$ cat config.mk
export PLATFORM = sky130hd
export DESIGN_NAME = riscv_fetch_unit
export DESIGN_NICKNAME = d
export VERILOG_FILES = /design/src/rtl/riscv_fetch_unit.sv
export SDC_FILE = /design/constraint.sdc
export NUM_CORES = 1
export LEC_CHECK = 0
export CAP_MARGIN = 20
export CORE_ASPECT_RATIO = 0.7
export CORE_MARGIN = 10
export CORE_UTILIZATION = 45
export CTS_BUF_LIST = sky130_fd_sc_hd__clkbuf_16
export DETAILED_ROUTE_END_ITERATION = 8
export PLACE_DENSITY = 0.84
export SETUP_SLACK_MARGIN = 0.1
export SYNTH_ARGS = -nofsm -noshare
export SYNTH_HDL_FRONTEND = slang
export SYNTH_SLANG_ARGS = --single-unit
export TNS_END_PERCENT = 10
$ cat constraint.sdc
create_clock -name clk -period 4.5 [get_ports clk]
set_clock_uncertainty 0.05 [all_clocks]
set_input_delay 0.9 -clock clk [delete_from_list [all_inputs] [get_ports clk]]
set_output_delay 0.9 -clock clk [all_outputs]
set_load 0.05 [all_outputs]
$ cat src/rtl/riscv_fetch_unit.sv
`timescale 1ns/1ps
// riscv_fetch_unit: instruction fetch stage.
// Owns the fetch PC and issues word requests to instruction memory. It accepts
// in-order responses, buffers {pc, instr} pairs in a small FIFO and presents
// them to decode. A redirect from execute flushes the buffer and discards
// responses that are still in flight.
// Ports:
//   clk, rst          core clock, synchronous active-high reset
//   imem_req_*        request channel (valid/ready), word-aligned address
//   imem_rsp_*        in-order response channel, no backpressure
//   redirect_*        single-cycle PC redirect from execute
//   if_*              instruction/PC to decode (valid/ready)
module riscv_fetch_unit #(
    parameter int unsigned    XLEN       = 32,
    parameter logic [XLEN-1:0] RESET_PC  = XLEN'(0),
    parameter int unsigned    FIFO_DEPTH = 2
) (
    input  logic            clk,
    input  logic            rst,
    output logic            imem_req_valid,
    input  logic            imem_req_ready,
    output logic [XLEN-1:0] imem_req_addr,
    input  logic            imem_rsp_valid,
    input  logic [XLEN-1:0] imem_rsp_data,
    input  logic            redirect_valid,
    input  logic [XLEN-1:0] redirect_pc,
    output logic            if_valid,
    input  logic            if_ready,
    output logic [XLEN-1:0] if_instr,
    output logic [XLEN-1:0] if_pc
);
    localparam int unsigned PTR_W = $clog2(FIFO_DEPTH);
    localparam int unsigned CNT_W = $clog2(FIFO_DEPTH) + 2;
    localparam int unsigned KW    = CNT_W + 1;
    localparam logic [CNT_W-1:0] DEPTH_C = CNT_W'(FIFO_DEPTH);
    localparam logic [XLEN-1:0]  PC_STEP = XLEN'(4);

    logic [XLEN-1:0]  fetch_pc;
    logic [XLEN-1:0]  rsp_pc;
    logic [XLEN-1:0]  buf_pc    [FIFO_DEPTH];
    logic [XLEN-1:0]  buf_instr [FIFO_DEPTH];
    logic [PTR_W-1:0] rd_ptr;
    logic [PTR_W-1:0] wr_ptr;
    logic [CNT_W-1:0] fifo_count;
    logic [CNT_W-1:0] outstanding;
    logic [CNT_W-1:0] kill_cnt;

    logic             req_fire;
    logic             rsp_live;
    logic             rsp_kill;
    logic             push;
    logic             pop;
    logic [XLEN-1:0]  redirect_tgt;
    logic [KW-1:0]    kill_sum;
    logic             unused_redirect_lsbs;

    assign redirect_tgt         = {redirect_pc[XLEN-1:2], 2'b00};
    assign unused_redirect_lsbs = ^redirect_pc[1:0];

    // Credit: live in-flight requests plus buffered entries never exceed the FIFO.
    assign imem_req_valid = !rst && !redirect_valid && ((outstanding + fifo_count) < DEPTH_C);
    assign imem_req_addr  = fetch_pc;
    assign req_fire       = imem_req_valid && imem_req_ready;

    // Responses belonging to requests issued before a redirect are dropped first.
    assign rsp_kill = imem_rsp_valid && (kill_cnt != '0);
    assign rsp_live = imem_rsp_valid && (kill_cnt == '0);
    assign push     = rsp_live && !redirect_valid && !rst;

    assign if_valid = !rst && (fifo_count != '0);
    assign if_instr = if_valid ? buf_instr[rd_ptr] : '0;
    assign if_pc    = if_valid ? buf_pc[rd_ptr]    : '0;
    assign pop      = if_valid && if_ready;

    // On redirect every live request becomes a kill; a response landing the
    // same cycle is one of them and is consumed right away.
    assign kill_sum = {1'b0, kill_cnt} + {1'b0, outstanding} - KW'(imem_rsp_valid);

    // Control state: PCs, FIFO pointers and request accounting.
    always_ff @(posedge clk) begin
        if (rst) begin
            fetch_pc    <= RESET_PC;
            rsp_pc      <= RESET_PC;
            rd_ptr      <= '0;
            wr_ptr      <= '0;
            fifo_count  <= '0;
            outstanding <= '0;
            kill_cnt    <= '0;
        end else if (redirect_valid) begin
            fetch_pc    <= redirect_tgt;
            rsp_pc      <= redirect_tgt;
            rd_ptr      <= '0;
            wr_ptr      <= '0;
            fifo_count  <= '0;
            outstanding <= '0;
            kill_cnt    <= kill_sum[CNT_W-1:0];
        end else begin
            if (req_fire) begin
                fetch_pc <= fetch_pc + PC_STEP;
            end
            if (push) begin
                rsp_pc <= rsp_pc + PC_STEP;
                wr_ptr <= wr_ptr + PTR_W'(1);
            end
            if (pop) begin
                rd_ptr <= rd_ptr + PTR_W'(1);
            end
            if (rsp_kill) begin
                kill_cnt <= kill_cnt - CNT_W'(1);
            end
            fifo_count  <= fifo_count + CNT_W'(push) - CNT_W'(pop);
            outstanding <= outstanding + CNT_W'(req_fire) - CNT_W'(rsp_live);
        end
    end

    // FIFO storage; contents need no reset because fifo_count gates visibility.
    always_ff @(posedge clk) begin
        if (push) begin
            buf_pc[wr_ptr]    <= rsp_pc;
            buf_instr[wr_ptr] <= imem_rsp_data;
        end
    end

    // Buffer never overflows: a push into a full FIFO needs a same-cycle pop.
    a_fifo_no_overflow: assert property (@(posedge clk) disable iff (rst)
        !(push && !pop && (fifo_count == DEPTH_C)));

    // Kill accumulation must fit the counter and never go negative.
    a_kill_no_overflow: assert property (@(posedge clk) disable iff (rst)
        !(redirect_valid && kill_sum[CNT_W]));

    // Every response must match a live or killed request.
    a_rsp_expected: assert property (@(posedge clk) disable iff (rst)
        !(imem_rsp_valid && (kill_cnt == '0) && (outstanding == '0)));

    a_outstanding_no_overflow: assert property (@(posedge clk) disable iff (rst)
        !(req_fire && !rsp_live && (outstanding == '1)));

endmodule

==> impl_summary.txt, run 1 <==
----------------------------------------------------
[Outcome]
  Run status ... complete, no violations

[Pwr]
  Relative contribution of sequential cells to total power ... 0.503
  Share of total power in combinational logic ... 0.143
  IR drop worst, VDD ... 204 uV
  Int Power ... 3.00 mW
  Switching power as a share of total power ... 0.279
  Net switching power ... around 1.2 mW
  PD cells ... 373 nW/um2
  Design Power ... 4.16 mW
  Static leakage power ... ~3.8 nW
  Clock share of power ... 0.354

[Hold path]
  Path class of the lowest-slack min-delay path ... reg2reg

[Flow run]
  Maximum Capacitance Violations ... 0

[STA]
  Final count of hold timing violations ... 0
  Max transition margin ... 0.471
  Post-layout worst setup margin ... 1.06 ns
  Unrepaired setup endpoints after global routing ... false
  Achievable Freq ... 0.291 GHz
  Finish-stage setup viols ... 0
  Part of the cycle the worst path needs ... 0.764
  Accumulated negative setup slack ... 0 ns
  Transition time at the pin with the least slew margin ... approximately 0.8 ns
  Slew Viols, Final ... 0
  Minimum period implied by the final worst setup slack ... 3.44 ns

[Route]
  Top layer used by detailed routing ... met4
  Average wire per cell in the routed design ... 18.9 um
  Number of search-and-repair iterations in the first detailed-routing pass ... 7
  Routed wl met2 ... 9.00 mm
  First DRT Iteration DRCs ... 690
  Wire length after detailed routing ... 22.7 mm
  Detail Route met3 WL ... just over 3 mm
  Vias/cell ... 5.54
  Number of nets with antenna violations after detailed routing ... 0
  Metal1 wirelength ... between 10 and 15 mm
  Number of vias in the routed layout ... 6659
  Drc violations ... 0

[Floorplan]
  Floorplan die width ... 187 um
  Core area ... 19100 um2
  Die area ... 25700 um2
  Initial core utilization ... 0.462
  Row count ... 42
  Number of top-level pins ... 168
  Chip Height ... 137 um

[Worst setup path]
  Highest net fanout along the worst path ... 21
  Family with the most delay on the worst path ... buffers and inverters
  Reg-to-reg slack, setup ... 1.57 ns
  Count of buffering cells on the critical path with inverters included ... 2
  Slowest Stage Delay on Critical Path ... between 0.8 and 0.9 ns
  Data required time at the worst endpoint ... 3.55 ns
  Kind of start point of the critical path ... input port
  Worst path cell trace ... buf_2, or2_2, nor2_1, clkdlybuf4s50_1
  WP data arrival ... between 2 and 2.5 ns
  Type of element capturing the critical path ... output pin
  Critical-path cell with the highest stage delay ... sky130_fd_sc_hd__clkdlybuf4s50_1
  Setup CP Type ... in2out

[Synthesis]
  FFs w/ async S/R, synth ... 0
  Post-synthesis sequential element count ... a little under 200
  Post-synthesis sequential area ratio ... 0.587
  Netlist Area Pre-Place ... 8800 um2
  Number of synthesized flops with an enable pin ... 124
  Synth unique cells ... 57
  Most used DFF post-synth ... sky130_fd_sc_hd__edfxtp_1
  Synth warn ... 0
  Synthesized area per cell ... between 10 and 15 um2
  Post-synthesis cell count ... 779

[Finish]
  Final core area utilization ... 0.584
  Final net count ... 1011
  Area added between synthesis and finish ... 26.4%
  Diodes inserted ... 0
  Fraction of layout instances using a drive strength above 1 ... 0.127
  Final cell count without fillers ... 1203

[Clock network]
  Clock edge transition at the registers on the reported setup and hold paths ... approximately 0.07 ns
  TritonCTS clock tree ... yes
  Cell at the root of the clock tree ... sky130_fd_sc_hd__clkbuf_16
  Inserted Clock Buffers ... 17
  Quantity of hold-fixing buffers added after cts ... 0
  Post-CTS setup-driven buffer insertion count ... 0
  Sinks on Clock Net ... 196
  Clk_lat worst skew ... 0.43 ns
  Buffer levels on the longest clock path ... 2
  Maximum level of the CTS H-tree ... 4
  CTS-repair resized insts ... 0

[GRT]
  Largest net degree at the start of global routing ... between 60 and 70
  Total global routing track utilization ... 0.175
  First-pass GRT wire length ... around 35 mm
  Via count of the first global-routing pass ... 6269
  Antenna violations before repair ... 0
  Overflow left after global routing ... 0

[Placed design]
  Total of buffers placed on input and output ports ... 161
  Instance count after placement with tap cells included ... 1171
  DPL Wire Length ... 15.8 mm
  Setup Slack @ Placement ... 0.875 ns
  Weighted congestion reported at the end of routability-driven placement ... 0.903

----------------------------------------------------
-- final cells by class --
cell class	count	area (um2)
Clock buffer	17	425
Clock inverter	15	155
Fill cell	1541	7940
Inverter	31	116
Multi-Input combinational cell	505	3330
Sequential cell	196	5170
Tap cell	264	330
Timing Repair Buffer	175	1610
-- through the flow --
stage	hold slack [ns]	cell area, um2
CTS	0.452	11100
detailed placement	0.428	10600
finish	0.446	11100
global route	0.478	11100
global placement	0.407	10600
floorplan	0.375	8820
-- layout by cell type, fill, tap and decap left out, types with 5 or more instances in the layout --
master,instances
sky130_fd_sc_hd__edfxtp_1,124
sky130_fd_sc_hd__clkdlybuf4s50_1,103
sky130_fd_sc_hd__nor2_1,100
sky130_fd_sc_hd__dfxtp_1,71
sky130_fd_sc_hd__buf_4,68
sky130_fd_sc_hd__mux2i_1,64
sky130_fd_sc_hd__nand2_1,45
sky130_fd_sc_hd__a21oi_1,30
sky130_fd_sc_hd__inv_1,29
sky130_fd_sc_hd__xnor2_1,28
sky130_fd_sc_hd__nand4_1,22
sky130_fd_sc_hd__o21ai_0,22
sky130_fd_sc_hd__nor3_1,18
sky130_fd_sc_hd__nand3_1,18
sky130_fd_sc_hd__clkbuf_16,17
sky130_fd_sc_hd__a31oi_1,16
sky130_fd_sc_hd__and2_1,11
sky130_fd_sc_hd__ha_1,11
sky130_fd_sc_hd__nor4_1,10
sky130_fd_sc_hd__a211oi_1,10
sky130_fd_sc_hd__and3_1,8
sky130_fd_sc_hd__o21a_1,8
sky130_fd_sc_hd__a21boi_0,8
sky130_fd_sc_hd__inv_6,8
sky130_fd_sc_hd__xor2_1,7
sky130_fd_sc_hd__or3_1,7
sky130_fd_sc_hd__and4_1,5
sky130_fd_sc_hd__o31a_1,5
-- per-layer routing --
| metal | vias to the layer above | global-route usage |
|---|---|---|
| met1 | 3155 | 0.251 |
| met5 | - | 0 |
| met3 | 12 | 0.0684 |
| li1 | 3119 | - |
| met2 | 373 | 0.242 |
| met4 | 0 | 0.0393 |
-- worst reg2reg max path, cell delays in order, from the launching register on --
cell                      delay, ns
sky130_fd_sc_hd__dfxtp_1       0.38
sky130_fd_sc_hd__inv_1         0.11
sky130_fd_sc_hd__fa_1          0.57
sky130_fd_sc_hd__nor3b_1       0.21
sky130_fd_sc_hd__and3_1        0.20
sky130_fd_sc_hd__inv_1         0.06
sky130_fd_sc_hd__ha_1          0.26
sky130_fd_sc_hd__inv_1         0.04
sky130_fd_sc_hd__ha_1          0.18
sky130_fd_sc_hd__fa_1          0.38
sky130_fd_sc_hd__xnor2_1       0.20
sky130_fd_sc_hd__xnor2_1       0.14
sky130_fd_sc_hd__nor2_1        0.05
-- logic make-up after synthesis --
| logic type | after synthesis | synth area share |
|---|---|---|
| DFF | 196 | 0.587 |
| other | 1 | 0.000426 |
| buffers and inverters | 81 | 0.0375 |
| xor gates and xnor gates | 36 | 0.0375 |
| adders and majority gates | 15 | 0.0247 |
| AOI/OAI and AO/OA | 117 | 0.0850 |
| muxes | 68 | 0.0779 |
| and+or+nand+nor | 265 | 0.150 |
-- registers in the layout, indices dropped and copies added (netlist names), named ones only --
signal and cells:
fifo_count 3, buf_pc 60, rd_ptr 1, kill_cnt 3, outstanding 3, wr_ptr 1
rsp_pc 30, buf_instr 64, imem_req_addr 30
-- final timing paths --
path                            depth (start not counted)     startpoint             end
worst max register to register                         12  fifo_count[1]  outstanding[2]
worst min register to register                          0     rsp_pc[31]   buf_pc[1][31]
worst max-delay path                                    4            rst     if_instr[8]
worst min-delay path                                    0     rsp_pc[31]   buf_pc[1][31]
-- synth_stat cells (all sizes together), types with 2 or more instances --
cell type | number | area (um2)
edfxtp | 124 | 3720
nor2 | 101 | 379
dfxtp | 72 | 1440
mux2i | 64 | 641
nand2 | 45 | 169
clkbuf | 36 | 136
a21oi | 30 | 150
inv | 30 | 113
xnor2 | 28 | 245
nand4 | 24 | 180
o21ai | 22 | 110
nand3 | 18 | 90.1
nor3 | 18 | 90.1
a31oi | 16 | 100
buf | 14 | 77.6
and2 | 11 | 68.8
ha | 11 | 138
nor4 | 11 | 75.1
a211oi | 10 | 75.1
and3 | 9 | 56.3
a21boi | 8 | 60.1
o21a | 8 | 60.1
or3 | 7 | 43.8
xor2 | 7 | 61.3
and4 | 5 | 43.8
o31a | 5 | 43.8
fa | 4 | 80.1
mux2 | 4 | 45.0
o211ai | 4 | 30.0
a311oi | 3 | 26.3
a41oi | 3 | 26.3
or2 | 3 | 18.8
or4 | 3 | 26.3
and4b | 2 | 20.0
nand4b | 2 | 17.5
nor3b | 2 | 15.0
o31ai | 2 | 15.0
-- power by group through the flow --
stage	registers [mW]	clock network, mW	logic (mW)
6_report	2.09	1.47	0.595
5_1_grt	2.10	1.57	0.651
4_1_cts	2.09	1.50	0.597
3_5_place_dp	2.13	0	0.593
3_3_place_gp	2.12	0	0.577
2_1_floorplan	2.16	0	0.333
(Power assumes the default switching activity.)
==> inputs of run 2 (changes only) <==
--- a/config.mk
+++ b/config.mk
@@ -11,7 +11,7 @@
 export CORE_UTILIZATION = 45
 export CTS_BUF_LIST = sky130_fd_sc_hd__clkbuf_16
 export DETAILED_ROUTE_END_ITERATION = 8
-export PLACE_DENSITY = 0.84
+export PLACE_DENSITY = 0.82
 export SETUP_SLACK_MARGIN = 0.1
 export SYNTH_ARGS = -nofsm -noshare
 export SYNTH_HDL_FRONTEND = slang
==> constraint.sdc (replaced) <==
create_clock -name clk -period 3.36 [get_ports clk]
set_clock_uncertainty 0.05 [all_clocks]
set_input_delay 0.672 -clock clk [delete_from_list [all_inputs] [get_ports clk]]
set_output_delay 0.672 -clock clk [all_outputs]
set_load 0.05 [all_outputs]
==> impl_summary.txt, run 2 (synthesis results as in run 1) <==
----------------------------------------------------
[STA]
  Accumulated negative setup slack ... 0 ns (unchanged)
  Max transition margin ... 0.468 (-0.00259)
  Hold Slack ... 0.459 ns (+0.0133 ns)
  Achievable Freq ... 0.347 GHz
  Slew Viols, Final ... 0 (unchanged)
  Unrepaired setup endpoints after global routing ... false
  Minimum period implied by the final worst setup slack ... 2.88 ns
  Transition time at the pin with the least slew margin ... 0.795 ns (+0.00388 ns)
  Final count of hold timing violations ... 0 (unchanged)
  Finish-stage setup viols ... 0 (unchanged)
  Part of the cycle the worst path needs ... 0.859

[Route]
  Number of search-and-repair iterations in the first detailed-routing pass ... 6 (-1)
  Drc violations ... 0 (unchanged)
  Wire length after detailed routing ... 22.8 mm (+0.19%)
  Number of vias in the routed layout ... 6603 (-0.84%)
  Number of nets with antenna violations after detailed routing ... 0 (unchanged)
  Average wire per cell in the routed design ... 18.8 um (-0.22%)
  First DRT Iteration DRCs ... 656 (-4.9%)
  Vias/cell ... 5.47 (-1.3%)

[Worst setup path]
  Slowest Stage Delay on Critical Path ... 0.56 ns (-0.26 ns)
  Setup CP Type ... reg2reg
  Reg-to-reg slack, setup ... 0.48 ns (-1.09 ns)
  Worst path cell trace ... inv_1, fa_1, nor3b_1, and3_1, inv_1, ha_1, inv_1, ha_1, fa_1, xnor2_1, xnor2_1, nor2_1
  Count of buffering cells on the critical path with inverters included ... 3 (+1)
  Highest net fanout along the worst path ... 3 (-86%)
  WP data arrival ... 3.16 ns (+0.67 ns)
  Type of element capturing the critical path ... register
  Data required time at the worst endpoint ... 3.64 ns (+0.09 ns)
  Kind of start point of the critical path ... register
  Critical-path cell with the highest stage delay ... sky130_fd_sc_hd__fa_1
  Family with the most delay on the worst path ... adder cells
  Cell type with the highest occurrence count on the critical path ... sky130_fd_sc_hd__inv_1

[Finish]
  Most frequent cells in the layout ... sky130_fd_sc_hd__edfxtp_1 (124), sky130_fd_sc_hd__nor2_1 (100), sky130_fd_sc_hd__clkdlybuf4s50_1 (96)
  Register with the highest flop count ... buf_instr
  Final cell count without fillers ... 1208 (+0.42%)
  Fraction of layout instances using a drive strength above 1 ... 0.137 (+0.00992)
  Diodes inserted ... 0 (unchanged)
  Number of fill cells ... 1567 (+1.7%)
  Final net count ... 1016 (+0.49%)
  Area added between synthesis and finish ... 26.7%
  Biggest registers after layout ... buf_instr: 64 flops, buf_pc: 60 flops
  Max reg flops ... 64 (unchanged)
  Leading cell type in the layout, fill and taps excluded ... sky130_fd_sc_hd__edfxtp_1

[Floorplan]
  Row count ... 42 (unchanged)
  Core area ... 19100 um2 (unchanged)
  Number of top-level pins ... 168 (unchanged)
  Die area ... 25700 um2 (unchanged)
  Floorplan die width ... 187 um (unchanged)
  Chip Height ... 137 um (unchanged)
  Initial core utilization ... 0.462 (unchanged)

[Hold path]
  Path class of the lowest-slack min-delay path ... reg2reg

[Placed design]
  Weighted congestion reported at the end of routability-driven placement ... 0.861 (-4.7%)
  Total of buffers placed on input and output ports ... 161 (unchanged)
  DPL Wire Length ... 15.8 mm (about the same)
  Instance count after placement with tap cells included ... 1176 (+0.43%)

[Clock network]
  Inserted Clock Buffers ... 17 (unchanged)
  Clk_lat worst skew ... 0.43 ns (about the same)
  Post-CTS setup-driven buffer insertion count ... 0 (unchanged)
  Sinks on Clock Net ... 196 (unchanged)
  Buffer levels on the longest clock path ... 2 (unchanged)
  Quantity of hold-fixing buffers added after cts ... 0 (unchanged)
  Cell at the root of the clock tree ... sky130_fd_sc_hd__clkbuf_16
  Maximum level of the CTS H-tree ... 4 (unchanged)
  TritonCTS clock tree ... yes
  Clock edge transition at the registers on the reported setup and hold paths ... 0.07 ns (about the same)
  CTS-repair resized insts ... 0 (unchanged)

[Flow run]
  Maximum Capacitance Violations ... 0 (unchanged)

[GRT]
  Overflow left after global routing ... 0 (unchanged)
  First-pass GRT wire length ... 35.8 mm (+1.2%)
  Via count of the first global-routing pass ... 6373 (+1.7%)
  Largest net degree at the start of global routing ... 63 (unchanged)
  Total global routing track utilization ... 0.177 (+0.00190)
  Antenna violations before repair ... 0 (unchanged)

[Pwr]
  Static leakage power ... 3.79 nW (+0.81%)
  PD cells ... 501 nW/um2 (+34%)
  IR drop worst, VDD ... 362 uV (+77%)

[Outcome]
  Run status ... complete, no violations

----------------------------------------------------
[run 2: cell count changes in the layout (fill, tap and decap cells not counted)]
cell                              before  now
sky130_fd_sc_hd__buf_4                68   79
sky130_fd_sc_hd__clkdlybuf4s50_1     103   96
sky130_fd_sc_hd__inv_6                 8    3
sky130_fd_sc_hd__clkinvlp_4            1    5
sky130_fd_sc_hd__clkinv_8              3    0
sky130_fd_sc_hd__inv_8                 1    4
sky130_fd_sc_hd__clkinv_4              2    0
sky130_fd_sc_hd__buf_12                3    4
sky130_fd_sc_hd__bufinv_16             0    1
sky130_fd_sc_hd__clkinv_1              1    2
sky130_fd_sc_hd__inv_1                29   30
[run 2: path summary, 6_finish.rpt]
| path | start | endpoint | cells after the start |
|---|---|---|---|
| min reg2reg | rd_ptr | register | 2 |
| max reg2reg | fifo_count[1] | outstanding[2] | 12 |
| min | rd_ptr | register | 2 |
| max | fifo_count[1] | outstanding[2] | 12 |
[run 2: where the power goes]
| group | internal, mW | switching, mW |
|---|---|---|
| combinational | 0.330 | 0.472 |
| sequential | 2.69 | 0.107 |
| clock | 1.04 | 0.941 |
| total | 4.07 | 1.52 |
[run 2: layout make-up]
type,instances,area [um2],area share
Inverter,31,116,0.0104
Timing Repair Buffer,180,1640,0.147
Sequential cell,196,5170,0.463
Tap cell,264,330,0.0296
Multi-Input combinational cell,505,3330,0.298
Clock buffer,17,425,0.0381
Clock inverter,15,146,0.0131
[run 2: stage by stage]
step / util / total power, mW / area [um2] / setup WS [ns]
2_1_floorplan: - / 3.34 / 8820 / 0.170
3_3_place_gp: 0.555 / 3.62 / 10600 / 0.370
3_5_place_dp: 0.555 / 3.65 / 10600 / 0.328
4_1_cts: 0.585 / 5.62 / 11200 / 0.444
5_1_grt: 0.585 / 5.81 / 11200 / 0.294
6_report: 0.585 / 5.59 / 11200 / 0.475
[run 2: worst min-delay path, stage by stage (launching register included)]
cell                      delay (ns)
sky130_fd_sc_hd__dfxtp_1        0.32
sky130_fd_sc_hd__xnor2_1        0.08
sky130_fd_sc_hd__nor2_1         0.07
[run 2: layer usage]
layer / global-route usage / vias up / part of all wire
met1: 0.257 / 3124 / 0.46
met3: 0.0689 / 12 / 0.14
met5: 0 / - / 0
li1: - / 3130 / -
met2: 0.243 / 337 / 0.40
met4: 0.0348 / 0 / 0.0069
==> inputs of run 3 (changes only) <==
--- a/config.mk
+++ b/config.mk
@@ -16,4 +16,3 @@
 export SYNTH_ARGS = -nofsm -noshare
 export SYNTH_HDL_FRONTEND = slang
 export SYNTH_SLANG_ARGS = --single-unit
-export TNS_END_PERCENT = 10
==> results of run 3 <==
The final DEF is identical to that of run 2; final timing and power are the same.
